### src/rtl/buffer_uart_tx_if.sv
// Pop-style handshake between an upstream word buffer and the UART transmitter.
// The buffer presents its head word and valid flag; the transmitter pulses buf_read to pop it.
interface buffer_uart_tx_if #(
    parameter int DATA_WIDTH = 9
);
    logic [DATA_WIDTH-1:0] buf_data;
    logic                  buf_valid;
    logic                  buf_read;

    modport master (
        output buf_data,
        output buf_valid,
        input  buf_read
    );

    modport slave (
        input  buf_data,
        input  buf_valid,
        output buf_read
    );
endinterface

### src/rtl/buffer_uart_tx.sv
// Pops 9-bit words from a buffer and sends each one as two UART frames (sync-marked A, then B).
// Define UART_PARITY_EN to add an even-parity bit to every frame (8E1); default is 8N1.
module buffer_uart_tx #(
    parameter int DATA_WIDTH   = 9,
    parameter int CLKS_PER_BIT = 868
) (
    input  logic            clk,
    input  logic            rst,
    buffer_uart_tx_if.slave bus,
    output logic            tx,
    output logic            busy
);
    localparam int CNT_W = $clog2(CLKS_PER_BIT);
    localparam logic [CNT_W-1:0] CNT_MAX = CNT_W'(CLKS_PER_BIT - 1);

    typedef enum logic [2:0] {
        IDLE,
        START,
        DATA,
        PARITY,
        STOP
    } state_t;

    state_t                state_reg, state_next;
    logic [CNT_W-1:0]      cnt_reg, cnt_next;
    logic [2:0]            bit_reg, bit_next;
    logic                  frame_b_reg, frame_b_next;
    logic [DATA_WIDTH-1:0] hold_reg, hold_next;
    logic                  tx_reg, tx_next;
    logic                  buf_read_reg, buf_read_next;
    logic                  busy_reg, busy_next;
    logic                  bit_done;
    logic [7:0]            frame_byte_next;

    always_ff @(posedge clk) begin
        if (rst) begin
            state_reg    <= IDLE;
            cnt_reg      <= '0;
            bit_reg      <= '0;
            frame_b_reg  <= 1'b0;
            hold_reg     <= '0;
            tx_reg       <= 1'b1;
            buf_read_reg <= 1'b0;
            busy_reg     <= 1'b0;
        end else begin
            state_reg    <= state_next;
            cnt_reg      <= cnt_next;
            bit_reg      <= bit_next;
            frame_b_reg  <= frame_b_next;
            hold_reg     <= hold_next;
            tx_reg       <= tx_next;
            buf_read_reg <= buf_read_next;
            busy_reg     <= busy_next;
        end
    end

    always_comb begin
        state_next   = state_reg;
        bit_next     = bit_reg;
        frame_b_next = frame_b_reg;
        hold_next    = hold_reg;
        bit_done     = (cnt_reg == CNT_MAX);
        cnt_next     = (state_reg == IDLE || bit_done) ? '0 : cnt_reg + CNT_W'(1);
        case (state_reg)
            IDLE: begin
                bit_next = '0;
                if (bus.buf_valid) begin
                    hold_next    = bus.buf_data;
                    frame_b_next = 1'b0;
                    state_next   = START;
                end
            end
            START: begin
                if (bit_done) begin
                    bit_next   = '0;
                    state_next = DATA;
                end
            end
            DATA: begin
                if (bit_done) begin
                    if (bit_reg == 3'd7) begin
                        bit_next = '0;
`ifdef UART_PARITY_EN
                        state_next = PARITY;
`else
                        state_next = STOP;
`endif
                    end else begin
                        bit_next = bit_reg + 3'd1;
                    end
                end
            end
            PARITY: begin
                if (bit_done) state_next = STOP;
            end
            STOP: begin
                // Frame A chains straight into frame B; after B the line idles for at least a cycle.
                if (bit_done) begin
                    if (!frame_b_reg) begin
                        frame_b_next = 1'b1;
                        state_next   = START;
                    end else begin
                        state_next = IDLE;
                    end
                end
            end
            default: state_next = IDLE;
        endcase
    end

    // Outputs are computed from the upcoming state so they register in step with it.
    always_comb begin
        frame_byte_next = frame_b_next ? {1'b0, hold_next[6:0]}
                                       : {1'b1, 5'b00000, hold_next[8:7]};
        buf_read_next   = (state_reg == IDLE) && bus.buf_valid;
        busy_next       = (state_next != IDLE);
        case (state_next)
            IDLE:    tx_next = 1'b1;
            START:   tx_next = 1'b0;
            DATA:    tx_next = frame_byte_next[bit_next];
            PARITY:  tx_next = ^frame_byte_next;
            STOP:    tx_next = 1'b1;
            default: tx_next = 1'b1;
        endcase
    end

    assign tx           = tx_reg;
    assign busy         = busy_reg;
    assign bus.buf_read = buf_read_reg;
endmodule

### src/flat_wrapper.sv
// flat-port wrapper written by rule: the top's interface ports become plain ports
module buffer_uart_tx_flat 
#(
    parameter int DATA_WIDTH   = 9,
    parameter int CLKS_PER_BIT = 868
)
  (clk, rst, tx, busy, bus_buf_data, bus_buf_valid, bus_buf_read);
  buffer_uart_tx_if #(.DATA_WIDTH(DATA_WIDTH)) bus_i ();
  input  logic clk;
  input  logic rst;
  output logic tx;
  output logic busy;
  input wire logic [$bits(bus_i.buf_data)-1:0] bus_buf_data;
  input wire logic [$bits(bus_i.buf_valid)-1:0] bus_buf_valid;
  output wire logic [$bits(bus_i.buf_read)-1:0] bus_buf_read;
  assign bus_i.buf_data = bus_buf_data;
  assign bus_i.buf_valid = bus_buf_valid;
  assign bus_buf_read = bus_i.buf_read;
  buffer_uart_tx #(.DATA_WIDTH(DATA_WIDTH), .CLKS_PER_BIT(CLKS_PER_BIT)) u_core (.clk(clk), .rst(rst), .bus(bus_i), .tx(tx), .busy(busy));
endmodule
### config.mk
export PLATFORM = sky130hd
export DESIGN_NAME = buffer_uart_tx_flat
export DESIGN_NICKNAME = d
export VERILOG_FILES = /design/src/rtl/buffer_uart_tx_if.sv /design/src/rtl/buffer_uart_tx.sv /design/src/flat_wrapper.sv
export SDC_FILE = /design/constraint.sdc
export NUM_CORES = 1
export LEC_CHECK = 0
export ABC_AREA = 1
export ABC_CLOCK_PERIOD_IN_PS = 2000
export CORE_AREA = 5 5 53 90
export CTS_CLUSTER_SIZE = 14
export DETAILED_ROUTE_END_ITERATION = 10
export DIE_AREA = 0 0 58 95
export GPL_ROUTABILITY_DRIVEN = 0
export GPL_TIMING_DRIVEN = 0
export PLACE_DENSITY = 0.67
export SLEW_MARGIN = 20
export SYNTH_ARGS = -nofsm -noshare
export SYNTH_HDL_FRONTEND = slang
export SYNTH_SLANG_ARGS = --single-unit
### constraint.sdc
create_clock -name clk -period 2 [get_ports clk]
set_input_delay 0.3 -clock clk [delete_from_list [all_inputs] [get_ports clk]]
set_output_delay 0.3 -clock clk [all_outputs]
set_load 0.05 [all_outputs]
==> flow_metrics.env, run 1 <==
export IMPL_synth_top_cell_by_area="dfxtp_1"
export IMPL_clk_path_buf_depth=2
export IMPL_vdd_ir_drop_max_v=0.0004752
export IMPL_area_growth_pct=17.46
export IMPL_finalInstanceArea_mm2=0.001987
export IMPL_antenna_left=0
export IMPL_diodes=0
export IMPL_drtIter0Drc=26
export IMPL_postCtsSetupRepairBufs=0
export IMPL_crit_type="flop to flop"
export IMPL_cts_repair_resized=0
export IMPL_post_route_period_util=0.9288
export IMPL_rows=31
export IMPL_cp_end_kind="flop"
export IMPL_synthCells=261
export IMPL_grt_pass1_vias=1499
export IMPL_port_buffers=13
export IMPL_synthXorXnorAreaFrac=0.01553
export IMPL_crit_fanout=8
export IMPL_place_inst=323
export IMPL_yosysWarningCount=0
export IMPL_status="complete, no violations"
export IMPL_placed_cell_area_mm2=0.001883
export IMPL_synth_nets=276
export IMPL_vias=1569
export IMPL_min_from="rst"
export IMPL_routedWlPerCell_um=10.63
export IMPL_synth_top_family_by_area="simple AND/OR/NAND/NOR gates"
export IMPL_viasPerCell=4.755
export IMPL_rr_worst_depth=14
export IMPL_start_kind="flop"
export IMPL_cts_clk_slew_worst_paths_ns=0.06
export IMPL_timing_slew_headroom=0.6687
export IMPL_finalSetupViolCount=0
export IMPL_io_pins=15
export IMPL_synth_cell_types=32
export IMPL_fill_cells=432
export IMPL_die_area_mm2=0.005510
export IMPL_utilization=0.4926
export IMPL_period_minus_slack_ns=1.858
export IMPL_timing_final_ws_setup_ns=0.1424
export IMPL_synthMuxAreaShare=0
export IMPL_chipHeight_um=95
export IMPL_grt_pass1_wl_mm=6.009
export IMPL_worst_pin_slew_ns=0.4953
export IMPL_cts_hold_buf=0
export IMPL_r2r_start="u_core.cnt_reg[0]"
export IMPL_largest_reg_flops=10
export IMPL_drc=0
export IMPL_yosys_area_share_simple=0.4216
export IMPL_wl_mm=3.509
export IMPL_clockRootBuffer="clkbuf_8"
export IMPL_fin_cells=330
export IMPL_synth_top_area_frac=0.3432
export IMPL_synth_area_top_cells="dfxtp_1 34%, nand2_1 17%, inv_1 8.4%"
export IMPL_r2r_end="u_core.tx"
export IMPL_antenna_found_initial=0
export IMPL_synth_area_mm2=0.001692
export IMPL_synth_adder_area_share=0.02219
export IMPL_grt_max_degree=11
export IMPL_power_density_mw_per_mm2=651.2
export IMPL_whs_path_depth=2
export IMPL_drv_slew=0
export IMPL_clk_latency_ns=0.28
export IMPL_maxCapViolCount=0
export IMPL_min_path_type="input pin to flop"
export IMPL_hold_viol_final=0
export IMPL_clock_sinks=29
export IMPL_cts_tree="yes"
export IMPL_ys_seq_area_frac=0.3432
export IMPL_finClkSkew_ns=0.006331
export IMPL_ys_ff_latch=29
export IMPL_p_leak_nw=0.9376
export IMPL_finalNetCount=296
export IMPL_htreeDepth=2
export IMPL_pre_cts_ws_ns=-0.1451
export IMPL_coreArea_mm2=0.004034
export IMPL_cts_buffers_inserted=5
export IMPL_dr_pass1_iters=4
export IMPL_hpwl_mm=2.813
export IMPL_synth_area_per_cell_um2=6.481
export IMPL_required_ns=2.16
export IMPL_synth_compound_area_share=0.08506
export IMPL_gr_total_overflow=0
export IMPL_reg2reg_slack_ns=0.14
export IMPL_die_w_um=58
export IMPL_start_util=0.4194
export IMPL_rsz0062_at_grt="true"
export IMPL_final_layout_size_suffix_gt1_frac=0.1246
export IMPL_hold_ws_ns=0.3942
export IMPL_holdPathEnd="u_core.hold_reg[4]"
export IMPL_grt_use_total=0.1444
export IMPL_critPathArrivalTime_ns=2.02
export IMPL_max_freq_ghz=0.5383
final cells by class:
class | instances | area (µm²) | share of cell area
plain buffers | 3 | 18.77 | 0.009446
clock buffers | 7 | 86.33 | 0.04345
inverters | 45 | 171.4 | 0.08627
multi-input cells | 184 | 935.9 | 0.4710
flip-flops and latches | 29 | 580.6 | 0.2922
well taps | 49 | 61.31 | 0.03086
repair buffers | 13 | 132.6 | 0.06675
critical path, stage by stage (launching register included):
cell	delay, ns
dfxtp_1	0.35
ha_1	0.19
nand2_1	0.11
nor2_4	0.18
nand3_2	0.17
nand2_4	0.14
nand2_4	0.08
nand2_1	0.06
nand2_1	0.06
nand2_1	0.07
nand3_1	0.06
nand2_1	0.06
nand2_1	0.06
nand3_1	0.07
nand3_1	0.07
kinds of logic (layout without fill, tap and decap cells):
kind of cell / Yosys count / in the layout
flops: 29 / 29
simple gates: 158 / 158
buf+inv: 48 / 68
fa+ha+maj: 3 / 3
compound gates: 20 / 20
xor+xnor: 3 / 3
per-layer routing:
metal  track usage  vias to the layer above  part of all wire
li1              -                      847                 -
met1        0.1197                      702              0.35
met2        0.2906                       13              0.60
met3       0.03283                        7             0.021
met4       0.08704                        0             0.027
met5             0                        -                 0
synth_stat cells, drive strengths merged:
| cell | n |
|---|---|
| a32o | 1 |
| o22ai | 1 |
| or2 | 3 |
| o41ai | 1 |
| ha | 3 |
| nand2 | 79 |
| buf | 1 |
| nor3b | 2 |
| nor3 | 2 |
| a21oi | 7 |
| nand3 | 28 |
| xnor2 | 2 |
| xor2 | 1 |
| dfxtp | 29 |
| nand4 | 4 |
| inv | 45 |
| o21ai | 10 |
| clkbuf | 2 |
| nor2 | 40 |
how the worst max path moves through the flow:
stage                     cells after the start        end         startpoint
after floorplan                              12  u_core.tx  u_core.cnt_reg[0]
after global placement                       13  u_core.tx      bus_buf_valid
after detailed placement                     13  u_core.tx      bus_buf_valid
after CTS                                    14  u_core.tx  u_core.cnt_reg[0]
after global routing                         14  u_core.tx  u_core.cnt_reg[0]
final                                        14  u_core.tx  u_core.cnt_reg[0]
where the power goes:
| group | leakage (nW) | switching (mW) | total (mW) | internal (mW) |
|---|---|---|---|---|
| Combinational | 0.657 | 0.129 | 0.207 | 0.0774 |
| Clock | 0.0443 | 0.205 | 0.477 | 0.272 |
| Sequential | 0.237 | 0.00989 | 0.610 | 0.600 |
cell usage in the layout (no fill, tap or decap):
| master | instances |
|---|---|
| nor3_2 | 2 |
| a32o_1 | 1 |
| nor2_2 | 2 |
| o21ai_0 | 3 |
| nor3b_1 | 2 |
| inv_1 | 38 |
| inv_2 | 6 |
| nor2_1 | 36 |
| nand2_2 | 2 |
| clkbuf_1 | 3 |
| nand3_2 | 2 |
| nand2_1 | 75 |
| dlymetal6s2s_1 | 1 |
| xor2_1 | 1 |
| xnor2_1 | 2 |
| dfxtp_1 | 29 |
| clkdlybuf4s50_1 | 12 |
| inv_4 | 1 |
| clkbuf_8 | 6 |
| nand3_4 | 1 |
| ha_1 | 3 |
| a21oi_4 | 1 |
| nand2_4 | 2 |
| o22ai_1 | 1 |
| a21oi_1 | 6 |
| o21ai_1 | 3 |
| nor2_4 | 2 |
| o21ai_2 | 4 |
| nand3_1 | 25 |
| nand4_1 | 4 |
| or2_2 | 2 |
| or2_0 | 1 |
| o41ai_2 | 1 |
| buf_6 | 1 |
through the flow:
stage | TNS (ns) | total power, mW
after detailed placement | -0.1451 | 0.8300
final | 0 | 1.294
after global placement | -0.1575 | 0.8283
after CTS | 0 | 1.317
after floorplan | 0 | 0.7687
after global routing | -0.03778 | 1.363
No activity file was read; power rests on OpenSTA's default activity.
==> inputs of run 2 (changes only) <==
--- a/config.mk
+++ b/config.mk
@@ -6,14 +6,14 @@
 export NUM_CORES = 1
 export LEC_CHECK = 0
 export ABC_AREA = 1
-export ABC_CLOCK_PERIOD_IN_PS = 2000
+export ABC_CLOCK_PERIOD_IN_PS = 1600
 export CORE_AREA = 5 5 53 90
 export CTS_CLUSTER_SIZE = 14
 export DETAILED_ROUTE_END_ITERATION = 10
 export DIE_AREA = 0 0 58 95
 export GPL_ROUTABILITY_DRIVEN = 0
 export GPL_TIMING_DRIVEN = 0
-export PLACE_DENSITY = 0.67
+export PLACE_DENSITY = 0.7
 export SLEW_MARGIN = 20
 export SYNTH_ARGS = -nofsm -noshare
 export SYNTH_HDL_FRONTEND = slang
==> constraint.sdc (replaced) <==
create_clock -name clk -period 1.6 [get_ports clk]
set_input_delay 0.24 -clock clk [delete_from_list [all_inputs] [get_ports clk]]
set_output_delay 0.24 -clock clk [all_outputs]
set_load 0.05 [all_outputs]
==> run 2 against run 1 <==
Non-clock buffer count is 9 higher. Worst hold slack worse by 0.054 ns. Flip-flop and latch count did not move. The run now ends with negative setup slack left. Highest routed layer unchanged. Critical path depth down 3. Worst setup slack got worse by 0.31 ns. Sequential power increased by 25%. First-iteration DRC count shrank 7.7%.
==> flow_metrics.env, run 2 (synthesis gave the netlist of run 1 again) <==
export IMPL_status="finished with violations"
export IMPL_violations="negative setup slack"
export IMPL_finClkSkew_ns=0.005252
export IMPL_max_freq_ghz=0.5673
export IMPL_cp_common_cell="nand3_1"
export IMPL_vias=1646
export IMPL_whs_path_depth=2
export IMPL_dr_wl_met2_mm=2.135
export IMPL_grt_pass1_vias=1655
export IMPL_r2r_start="u_core.state_reg[1]"
export IMPL_finalSetupViolCount=2
export IMPL_period_minus_slack_ns=1.763
export IMPL_required_ns=1.76
export IMPL_holdPathEnd="u_core.hold_reg[4]"
export IMPL_start_kind="flop"
export IMPL_cts_buffers_inserted=5
export IMPL_cp_slowest_cell="dfxtp_2"
export IMPL_drtIter0Drc=24
export IMPL_crit_type="flop to flop"
export IMPL_clk_latency_ns=0.28
export IMPL_die_w_um=58
export IMPL_cp_slowest_stage_delay_ns=0.36
export IMPL_io_pins=15
export IMPL_hold_viol_final=0
export IMPL_reg2reg_slack_ns=-0.16
export IMPL_grt_pass1_wl_mm=6.506
export IMPL_pre_cts_ws_ns=-0.4959
export IMPL_drc=0
export IMPL_fill_cells=419
export IMPL_r2r_end="u_core.tx"
export IMPL_grt_use_total=0.1530
export IMPL_critPathArrivalTime_ns=1.92
export IMPL_cp_depth=11
export IMPL_finalSetupTns_ns=-0.2625
export IMPL_min_path_type="input pin to flop"
export IMPL_multi_input_area_mm2=0.001012
export IMPL_drv_slew=0
export IMPL_dr_pass1_iters=4
export IMPL_seq_area_um2=589.3
export IMPL_cts_clk_slew_worst_paths_ns=0.06
export IMPL_port_buffers=13
export IMPL_p_leak_nw=0.9832
export IMPL_path_cells="nor2_4 > nand3_4 > buf_8 > o21ai_2 > inv_2 > nand4_1 > nand3_1 > nand2_1 > nand2_1 > nand3_1 > nand3_1"
export IMPL_rr_worst_depth=11
export IMPL_clock_sinks=29
export IMPL_maxCapViolCount=0
export IMPL_layout_common_cells="71 x nand2_1, 36 x inv_1, 31 x nor2_1, 22 x dfxtp_1, 21 x nand3_1"
export IMPL_gr_total_overflow=0
export IMPL_cp_end_kind="flop"
export IMPL_timing_final_ws_setup_ns=-0.1629
export IMPL_antenna_found_initial=0
export IMPL_die_area_mm2=0.005510
export IMPL_wl_met1_mm=1.345
export IMPL_top_layer_used="met4"
export IMPL_cts_hold_buf=0
export IMPL_hpwl_mm=2.835
export IMPL_coreArea_mm2=0.004034
export IMPL_final_common_cell="nand2_1"
export IMPL_crit_fanout=10
export IMPL_dr_wl_met3_um=93
export IMPL_rsz0062_at_grt="true"
export IMPL_post_route_period_util=1.102
export IMPL_grt_max_degree=11
export IMPL_timing_critical_path_buf_inv=2
export IMPL_worst_pin_slew_ns=0.4947
export IMPL_antenna_left=0
export IMPL_vdd_ir_drop_max_v=0.0004969
export IMPL_wl_mm=3.725
export IMPL_finalNetCount=305
export IMPL_routedWlPerCell_um=10.99
export IMPL_final_layout_size_suffix_gt1_frac=0.2345
export IMPL_area_growth_pct=26.41
export IMPL_clockRootBuffer="clkbuf_8"
export IMPL_power_density_mw_per_mm2=769.2
export IMPL_htreeDepth=2
export IMPL_clk_path_buf_depth=2
export IMPL_timing_slew_headroom=0.6715
export IMPL_viasPerCell=4.855
export IMPL_cts_tree="yes"
export IMPL_rows=31
export IMPL_min_from="rst"
export IMPL_diodes=0
export IMPL_largest_reg_flops=10
export IMPL_chipHeight_um=95
export IMPL_cp_top_family="simple AND/OR/NAND/NOR gates"
export IMPL_start_util=0.4194
## run 2: final cells by class
cell class	count	area share
Multi-Input combinational cell	184	0.4734
Sequential cell	29	0.2756
Timing Repair Buffer	22	0.09011
Inverter	45	0.08133
Clock buffer	7	0.04037
Tap cell	49	0.02867
Buffer	3	0.01053
## run 2: worst max-delay path by stage
stage,from,endpoint,slack (ns)
after global placement,bus_buf_valid,u_core.tx,-0.49
after CTS,u_core.cnt_reg[1],u_core.tx,-0.14
after floorplan,u_core.cnt_reg[0],u_core.tx,-0.01
after global routing,u_core.state_reg[1],u_core.tx,-0.30
after detailed placement,bus_buf_valid,u_core.tx,-0.50
final,u_core.state_reg[1],u_core.tx,-0.16
## run 2: metrics by stage
step / total power, mW / utilization / cells / area (µm²) / hold WS (ns)
detailed placement: 1.038 / 0.4712 / 323 / 1901 / 0.4426
finish: 1.645 / 0.5301 / 339 / 2138 / 0.3397
floorplan: 0.9617 / - / 261 / 1709 / 0.4176
global placement: 1.035 / 0.4712 / 323 / 1901 / 0.4345
global route: 1.741 / 0.5301 / 339 / 2138 / 0.3416
CTS: 1.658 / 0.5158 / 336 / 2081 / 0.3305
## run 2: metal layers
metal	vias up	global-route usage
met4	0	0.09865
met1	744	0.1323
met5	-	0
li1	867	-
met3	15	0.03283
met2	20	0.3000
## run 2: power breakdown
group / internal, mW / switching [mW] / total [mW]
logic: 0.108 / 0.172 / 0.280
clock network: 0.340 / 0.261 / 0.601
registers: 0.751 / 0.0130 / 0.764
total: 1.20 / 0.445 / 1.64
## run 2: repair_timing
action	in CTS	in global routing
pin swaps	14	9
hold endpoints to repair	0	0
gates resized for setup	21	15
setup buffers	6	3
setup endpoints to repair	7	16
